===== src/rtl/hamming_fifo_reader.sv =====
// hamming_fifo_reader
//   Read-side consumer of the ECC buffer FIFO. Pops SECDED Hamming codewords
//   with the ffbrreq/ffbempty/ffbdo handshake, corrects single-bit errors,
//   flags double-bit (and invalid-position) errors, and delivers the words in
//   order on a valid/ready stream. Keeps saturating error counters.
//
//   Codeword layout: cw[0] is overall parity, cw[p] (p >= 1) is Hamming
//   position p. Power-of-two positions hold parity. Data bits fill the
//   remaining positions in ascending order, data LSB first.
//
// Ports
//   clk, reset            clock, synchronous active-high reset
//   ffbempty, ffbrreq     FIFO empty flag / pop request
//   ffbdo [CW]            FIFO data, valid the cycle after an accepted pop
//   dout_valid/ready      output stream handshake
//   dout [DW]             corrected data (raw extracted data when dout_ue)
//   dout_ce, dout_ue      corrected / uncorrectable flags
//   dout_syn [PW-1]       Hamming syndrome of the word
//   err_clr               clears both counters (wins over increment)
//   ce_cnt, ue_cnt [ECW]  saturating error counters
module hamming_fifo_reader #(
  parameter int DW  = 32,
  parameter int PW  = 7,
  parameter int OD  = 2,
  parameter int ECW = 16,
  localparam int CW = DW + PW
) (
  input  logic           clk,
  input  logic           reset,
  input  logic           ffbempty,
  output logic           ffbrreq,
  input  logic [CW-1:0]  ffbdo,
  output logic           dout_valid,
  input  logic           dout_ready,
  output logic [DW-1:0]  dout,
  output logic           dout_ce,
  output logic           dout_ue,
  output logic [PW-2:0]  dout_syn,
  input  logic           err_clr,
  output logic [ECW-1:0] ce_cnt,
  output logic [ECW-1:0] ue_cnt
);

  localparam int SW = PW - 1;
  localparam int AW = (OD > 1) ? $clog2(OD) : 1;
  localparam int NW = $clog2(OD + 1);
  localparam int UW = NW + 1;

  // Codeword position of data bit i: the i-th non-power-of-two position.
  function automatic int data_pos(input int i);
    int cnt;
    int pos;
    cnt = 0;
    pos = 0;
    for (int p = 1; p < CW; p++) begin
      if ((p & (p - 1)) != 0) begin
        if (cnt == i) pos = p;
        cnt++;
      end
    end
    return pos;
  endfunction

  function automatic logic [AW-1:0] ptr_inc(input logic [AW-1:0] p);
    return (p == AW'(OD - 1)) ? '0 : p + AW'(1);
  endfunction

  // ---------------- decode (combinational on ffbdo) ----------------
  logic [SW-1:0] syn;
  logic          op;
  logic [CW-1:0] cw_fix;
  logic          dec_ce;
  logic          dec_ue;
  logic [DW-1:0] dec_data;

  always_comb begin
    syn = '0;
    for (int p = 1; p < CW; p++) begin
      if (ffbdo[p]) syn = syn ^ SW'(p);
    end
    op     = ^ffbdo;
    cw_fix = ffbdo;
    dec_ce = 1'b0;
    dec_ue = 1'b0;
    if (op) begin
      if (syn == '0) begin
        dec_ce = 1'b1;               // only the overall parity bit flipped
      end else if (int'(syn) < CW) begin
        cw_fix[syn] = ~cw_fix[syn];
        dec_ce      = 1'b1;
      end else begin
        dec_ue = 1'b1;               // syndrome points outside the codeword
      end
    end else if (syn != '0) begin
      dec_ue = 1'b1;                 // even number of flips: double error
    end
  end

  // Uncorrectable words leave cw_fix == ffbdo, so this is the raw data.
  for (genvar gi = 0; gi < DW; gi++) begin : g_extract
    assign dec_data[gi] = cw_fix[data_pos(gi)];
  end

  // ---------------- state ----------------
  logic           pop_q, pop_d;          // a popped word arrives on ffbdo this cycle
  logic [DW-1:0]  buf_data_q [OD];
  logic [DW-1:0]  buf_data_d [OD];
  logic           buf_ce_q   [OD];
  logic           buf_ce_d   [OD];
  logic           buf_ue_q   [OD];
  logic           buf_ue_d   [OD];
  logic [SW-1:0]  buf_syn_q  [OD];
  logic [SW-1:0]  buf_syn_d  [OD];
  logic [AW-1:0]  wr_ptr_q, wr_ptr_d;
  logic [AW-1:0]  rd_ptr_q, rd_ptr_d;
  logic [NW-1:0]  cnt_q, cnt_d;
  logic [ECW-1:0] ce_cnt_q, ce_cnt_d;
  logic [ECW-1:0] ue_cnt_q, ue_cnt_d;

  logic           fire;
  logic           wr;
  logic [UW-1:0]  used;

  assign dout_valid = (cnt_q != '0);
  assign dout       = buf_data_q[rd_ptr_q];
  assign dout_ce    = buf_ce_q[rd_ptr_q];
  assign dout_ue    = buf_ue_q[rd_ptr_q];
  assign dout_syn   = buf_syn_q[rd_ptr_q];
  assign ce_cnt     = ce_cnt_q;
  assign ue_cnt     = ue_cnt_q;

  always_comb begin
    fire = dout_valid & dout_ready;
    wr   = pop_q;
    // Credits: in-flight word plus buffered words, minus the one leaving now.
    used    = UW'(cnt_q) + UW'(pop_q) - UW'(fire);
    ffbrreq = ~reset & ~ffbempty & (used < UW'(OD));
    pop_d   = ffbrreq;

    buf_data_d = buf_data_q;
    buf_ce_d   = buf_ce_q;
    buf_ue_d   = buf_ue_q;
    buf_syn_d  = buf_syn_q;
    wr_ptr_d   = wr_ptr_q;
    rd_ptr_d   = rd_ptr_q;
    if (wr) begin
      buf_data_d[wr_ptr_q] = dec_data;
      buf_ce_d[wr_ptr_q]   = dec_ce;
      buf_ue_d[wr_ptr_q]   = dec_ue;
      buf_syn_d[wr_ptr_q]  = syn;
      wr_ptr_d             = ptr_inc(wr_ptr_q);
    end
    if (fire) rd_ptr_d = ptr_inc(rd_ptr_q);
    cnt_d = cnt_q + NW'(wr) - NW'(fire);

    ce_cnt_d = ce_cnt_q;
    ue_cnt_d = ue_cnt_q;
    if (err_clr) begin
      ce_cnt_d = '0;
      ue_cnt_d = '0;
    end else if (wr) begin
      if (dec_ce && (ce_cnt_q != '1)) ce_cnt_d = ce_cnt_q + ECW'(1);
      if (dec_ue && (ue_cnt_q != '1)) ue_cnt_d = ue_cnt_q + ECW'(1);
    end
  end

  always_ff @(posedge clk) begin
    if (reset) begin
      pop_q    <= 1'b0;
      wr_ptr_q <= '0;
      rd_ptr_q <= '0;
      cnt_q    <= '0;
      ce_cnt_q <= '0;
      ue_cnt_q <= '0;
      for (int i = 0; i < OD; i++) begin
        buf_data_q[i] <= '0;
        buf_ce_q[i]   <= 1'b0;
        buf_ue_q[i]   <= 1'b0;
        buf_syn_q[i]  <= '0;
      end
    end else begin
      pop_q      <= pop_d;
      wr_ptr_q   <= wr_ptr_d;
      rd_ptr_q   <= rd_ptr_d;
      cnt_q      <= cnt_d;
      ce_cnt_q   <= ce_cnt_d;
      ue_cnt_q   <= ue_cnt_d;
      buf_data_q <= buf_data_d;
      buf_ce_q   <= buf_ce_d;
      buf_ue_q   <= buf_ue_d;
      buf_syn_q  <= buf_syn_d;
    end
  end

  a_bufcnt_le_od: assert property (@(posedge clk) disable iff (reset) int'(cnt_q) <= OD);

endmodule

===== config.mk =====
export PLATFORM = sky130hd
export DESIGN_NAME = hamming_fifo_reader
export DESIGN_NICKNAME = d
export VERILOG_FILES = /design/src/rtl/hamming_fifo_reader.sv
export SDC_FILE = /design/constraint.sdc
export NUM_CORES = 1
export LEC_CHECK = 0
export ABC_AREA = 0
export CAP_MARGIN = 20
export CORE_MARGIN = 2
export CORE_UTILIZATION = 25
export CTS_BUF_LIST = sky130_fd_sc_hd__clkbuf_4 sky130_fd_sc_hd__clkbuf_8 sky130_fd_sc_hd__clkbuf_16
export DETAILED_ROUTE_END_ITERATION = 16
export MAX_ROUTING_LAYER = met4
export PLACE_DENSITY = 0.41
export RECOVER_POWER = 25
export SLEW_MARGIN = 20
export SYNTH_ARGS = -nofsm -noshare
export SYNTH_HDL_FRONTEND = slang
export SYNTH_SLANG_ARGS = --single-unit

===== constraint.sdc =====
create_clock -name clk -period 3.45 [get_ports clk]
set_input_delay 0.69 -clock clk [delete_from_list [all_inputs] [get_ports clk]]
set_output_delay 0.69 -clock clk [all_outputs]
set_load 0.03 [all_outputs]

==> impl_metrics.toml <==
[timing]
finalCriticalPeriod_ns = 3.32
tightest_slew_ns = 1.08
fmax_ghz = 0.301
relSlewSlack_pct = 27.7
post-route-period-util_pct = 96.1
skew_ns = 0.0161
slew_violations = 0
setup_viol = 0
finalHoldViolations = 0

[layout]
diodes = 0
final_nets = 1052
final_cell_mix = "buf_4, dfxtp_1, nand2_1, clkdlybuf4s50_1, mux2_2"
area_growth_pct = 51.1
layout-drive-gt1-share_pct = 32.6
layout_commonest_cell = "buf_4"
instances_no_fill = 1357
utilization_pct = 38.6
fillCellCount = 2794

[clocking]
numCtsBuffers = 17
clkSinkCount = 117
cts_tree = "yes"
path_clk_slew_ns = 0.07
clockBufferDepth = 2
hold_buffers = 0
cts-root-buf = "clkbuf_16"
worstSkewPairLatency_ns = 0.43
htree_levels = 4

[route]
avgViaCountPerCell = 4.82
drt_iter0_drc = 329
wl_met2_mm = 12.2
highest_layer = "met4"
m1WireLength_mm = 11.5
first_pass_iters = 5
wl_met3_um = 743
antenna_left = 0
vias = 6536
wl_per_cell_um = 18.2
drc = 0
routed_wl_mm = 24.7

[grt]
antenna_found_initial = 0
grt_max_degree = 29
grt_overflow = 0
grt_pass1_vias = 6579
grt_pass1_wl_mm = 38.1
grt_util_all_layers_pct = 17.7

[synth]
synth_edf_count = 0
synth_area_sq_um = 6910
synthXorXnorAreaFrac_pct = 13.9
synth_top_family_by_area = "compound AO/OA/AOI/OAI gates"
synth_seq_area_share_pct = 33.9
yosys_warnings = 0
avgSynthCellArea_sq_um = 9.16
synth.distinct_cells = 65
synth.area.mux_share_pct = 9.84
synth_cells = 754
synth_seq_cells = 117
yosys_most_used_dff = "dfxtp_1"
synth-compound-area-share_pct = 19.9
synth.net_count = 803
synthAdderAreaFrac_pct = 1.01
yosys.area_share.simple_pct = 17.9
synthArstFlopShare_pct = 0

[floorplan]
ioPinCount = 118
design.core.area_sq_um = 27000
die-area_sq_um = 29000
rows = 60
start_util_pct = 25.6
die_w_um = 170
die_y_um = 170

[critical_path]
path_class = "in2reg"
crit_top_cell = "xnor2_1"
worstPathArrival_ns = 3.63
start_kind = "input port"
worstPathCellList = "clkdlybuf4s50_1 -> xnor2_1 -> xnor2_1 -> xnor2_4 -> xnor2_2 -> nand2_1 -> or4_4 -> and3_1 -> and4_1 -> mux2i_1"
crit_fanout = 4
end_kind = "register"
critPathMaxStageDelay_ns = 0.61
required_ns = 3.77
rr_worst_depth = 7
crit_path_top_delay_cell = "or4_4"

[power]
clkPwrFrac_pct = 20.5
p_seq_share_pct = 18.6
p_sw_share_pct = 42.7
p_leak_nw = 4.07
p_sw_mw = 3.66
combPwrFrac_pct = 60.9
powerDensity_nw_per_um2 = 821
p_int_mw = 4.91
vdd_ir_drop_max_uv = 432

[placement]
place_inst = 1315
dpl.hpwl_mm = 18.2
port_buffers = 117
gp_congestion = 0.852

[outcome]
status = "completed"

[worst_hold_path]
hp-class = "reg2reg"
hold_depth = 2

[flow_run]
cap_violations = 0
state kept, by name, indices dropped and copies added (netlist names), 2 cells and up:
signal      count
ce_cnt         16
buf_syn_q      12
buf_ce_q        2
cnt_q           2
buf_data_q     64
ue_cnt         16
buf_ue_q        2
metrics by stage:
step / total power, mW / instance area (sq um) / setup TNS [ns] / hold slack, ns / setup slack (ns)
3_5_place_dp: 6.38 / 9440 / -47.45 / 0.438 / -0.669
5_1_grt: 9.03 / 10400 / -0.00769 / 0.459 / -0.00450
6_report: 8.57 / 10400 / 0 / 0.446 / 0.133
2_1_floorplan: 4.33 / 6910 / 0 / 0.418 / 0.214
3_3_place_gp: 6.40 / 9440 / -50.11 / 0.431 / -0.665
4_1_cts: 8.41 / 10200 / 0 / 0.449 / 0.0221
layer usage:
layer | vias to the layer above | GRT usage (%)
met3 | 14 | 3.16
li1 | 3276 | -
met4 | 0 | 3.16
met2 | 126 | 29.7
met5 | - | -
met1 | 3120 | 22.5
cell type report:
type	count	area [sq um]	share of cell area (%)
multi-input combinational	586	4700	45.0
clock inverter	15	143	1.37
timing repair buffer	272	2360	22.6
inverter	9	33.8	0.324
sequential	117	2350	22.5
tap	341	427	4.09
clock buffer	17	425	4.08
worst paths after layout:
path | to | slack [ns] | from
worst max-delay path | ue_cnt[10] | 0.13 | ffbdo[9]
worst min-delay path | buf_data_q[2] | 0.45 | buf_data_q[2]
worst max register to register | ue_cnt[11] | 1.01 | ue_cnt[9]
worst min register to register | buf_data_q[2] | 0.45 | buf_data_q[2]
power groups by stage:
stage	logic [mW]	clock network, mW	registers, mW
2_1_floorplan	2.73	0	1.60
3_3_place_gp	4.78	0	1.62
3_5_place_dp	4.76	0	1.62
4_1_cts	5.02	1.80	1.59
5_1_grt	5.56	1.85	1.61
6_report	5.21	1.76	1.59
Yosys cell counts, types with 5 or more instances:
library cell / number / area share [%]
a211oi_1: 5 / 0.54
o31ai_1: 18 / 2.0
xnor2_1: 50 / 6.3
a32oi_1: 26 / 3.3
o21ai_0: 33 / 2.4
xnor2_2: 9 / 2.1
or4_1: 11 / 1.2
and3_1: 14 / 1.3
nand2_1: 88 / 4.8
buf_6: 5 / 0.82
a32o_1: 6 / 0.87
or3_1: 18 / 1.6
and2_1: 8 / 0.72
a31oi_1: 6 / 0.54
o21ai_1: 20 / 1.4
mux2_2: 47 / 7.7
o221ai_1: 5 / 0.63
nand4_1: 5 / 0.45
inv_1: 9 / 0.49
dfxtp_1: 117 / 34
nand2b_1: 6 / 0.54
mux2i_1: 15 / 2.2
xor2_2: 5 / 1.2
nor2_1: 39 / 2.1
nor3_1: 8 / 0.58
o22ai_1: 9 / 0.82
o31ai_2: 10 / 1.8
xor2_1: 11 / 1.4
clkbuf_1: 31 / 1.7
a21oi_1: 32 / 2.3
nand3_1: 24 / 1.7
worst max-delay path: cells and delay by family:
kind          cells  cell delay (ns)
buf+inv           1             0.49
simple gates      4             1.20
mux               1             0.11
xor+xnor          4             1.13
what timing repair did:
action                                  in CTS  in global routing
endpoints found under the setup margin      68                 90
resized for setup                           39                 52
pin swaps                                   15                 26
setup buffers                                5                  4
gates cloned                                 1                  0
cell families after synthesis:
family / Yosys count
AND/OR/NAND/NOR: 243
AO/OA/AOI/OAI: 192
flip-flops: 117
XOR/XNOR: 83
multiplexers: 62
buffers and inverters: 52
adder cells (fa/ha/maj): 5
(Power assumes the default switching activity.)
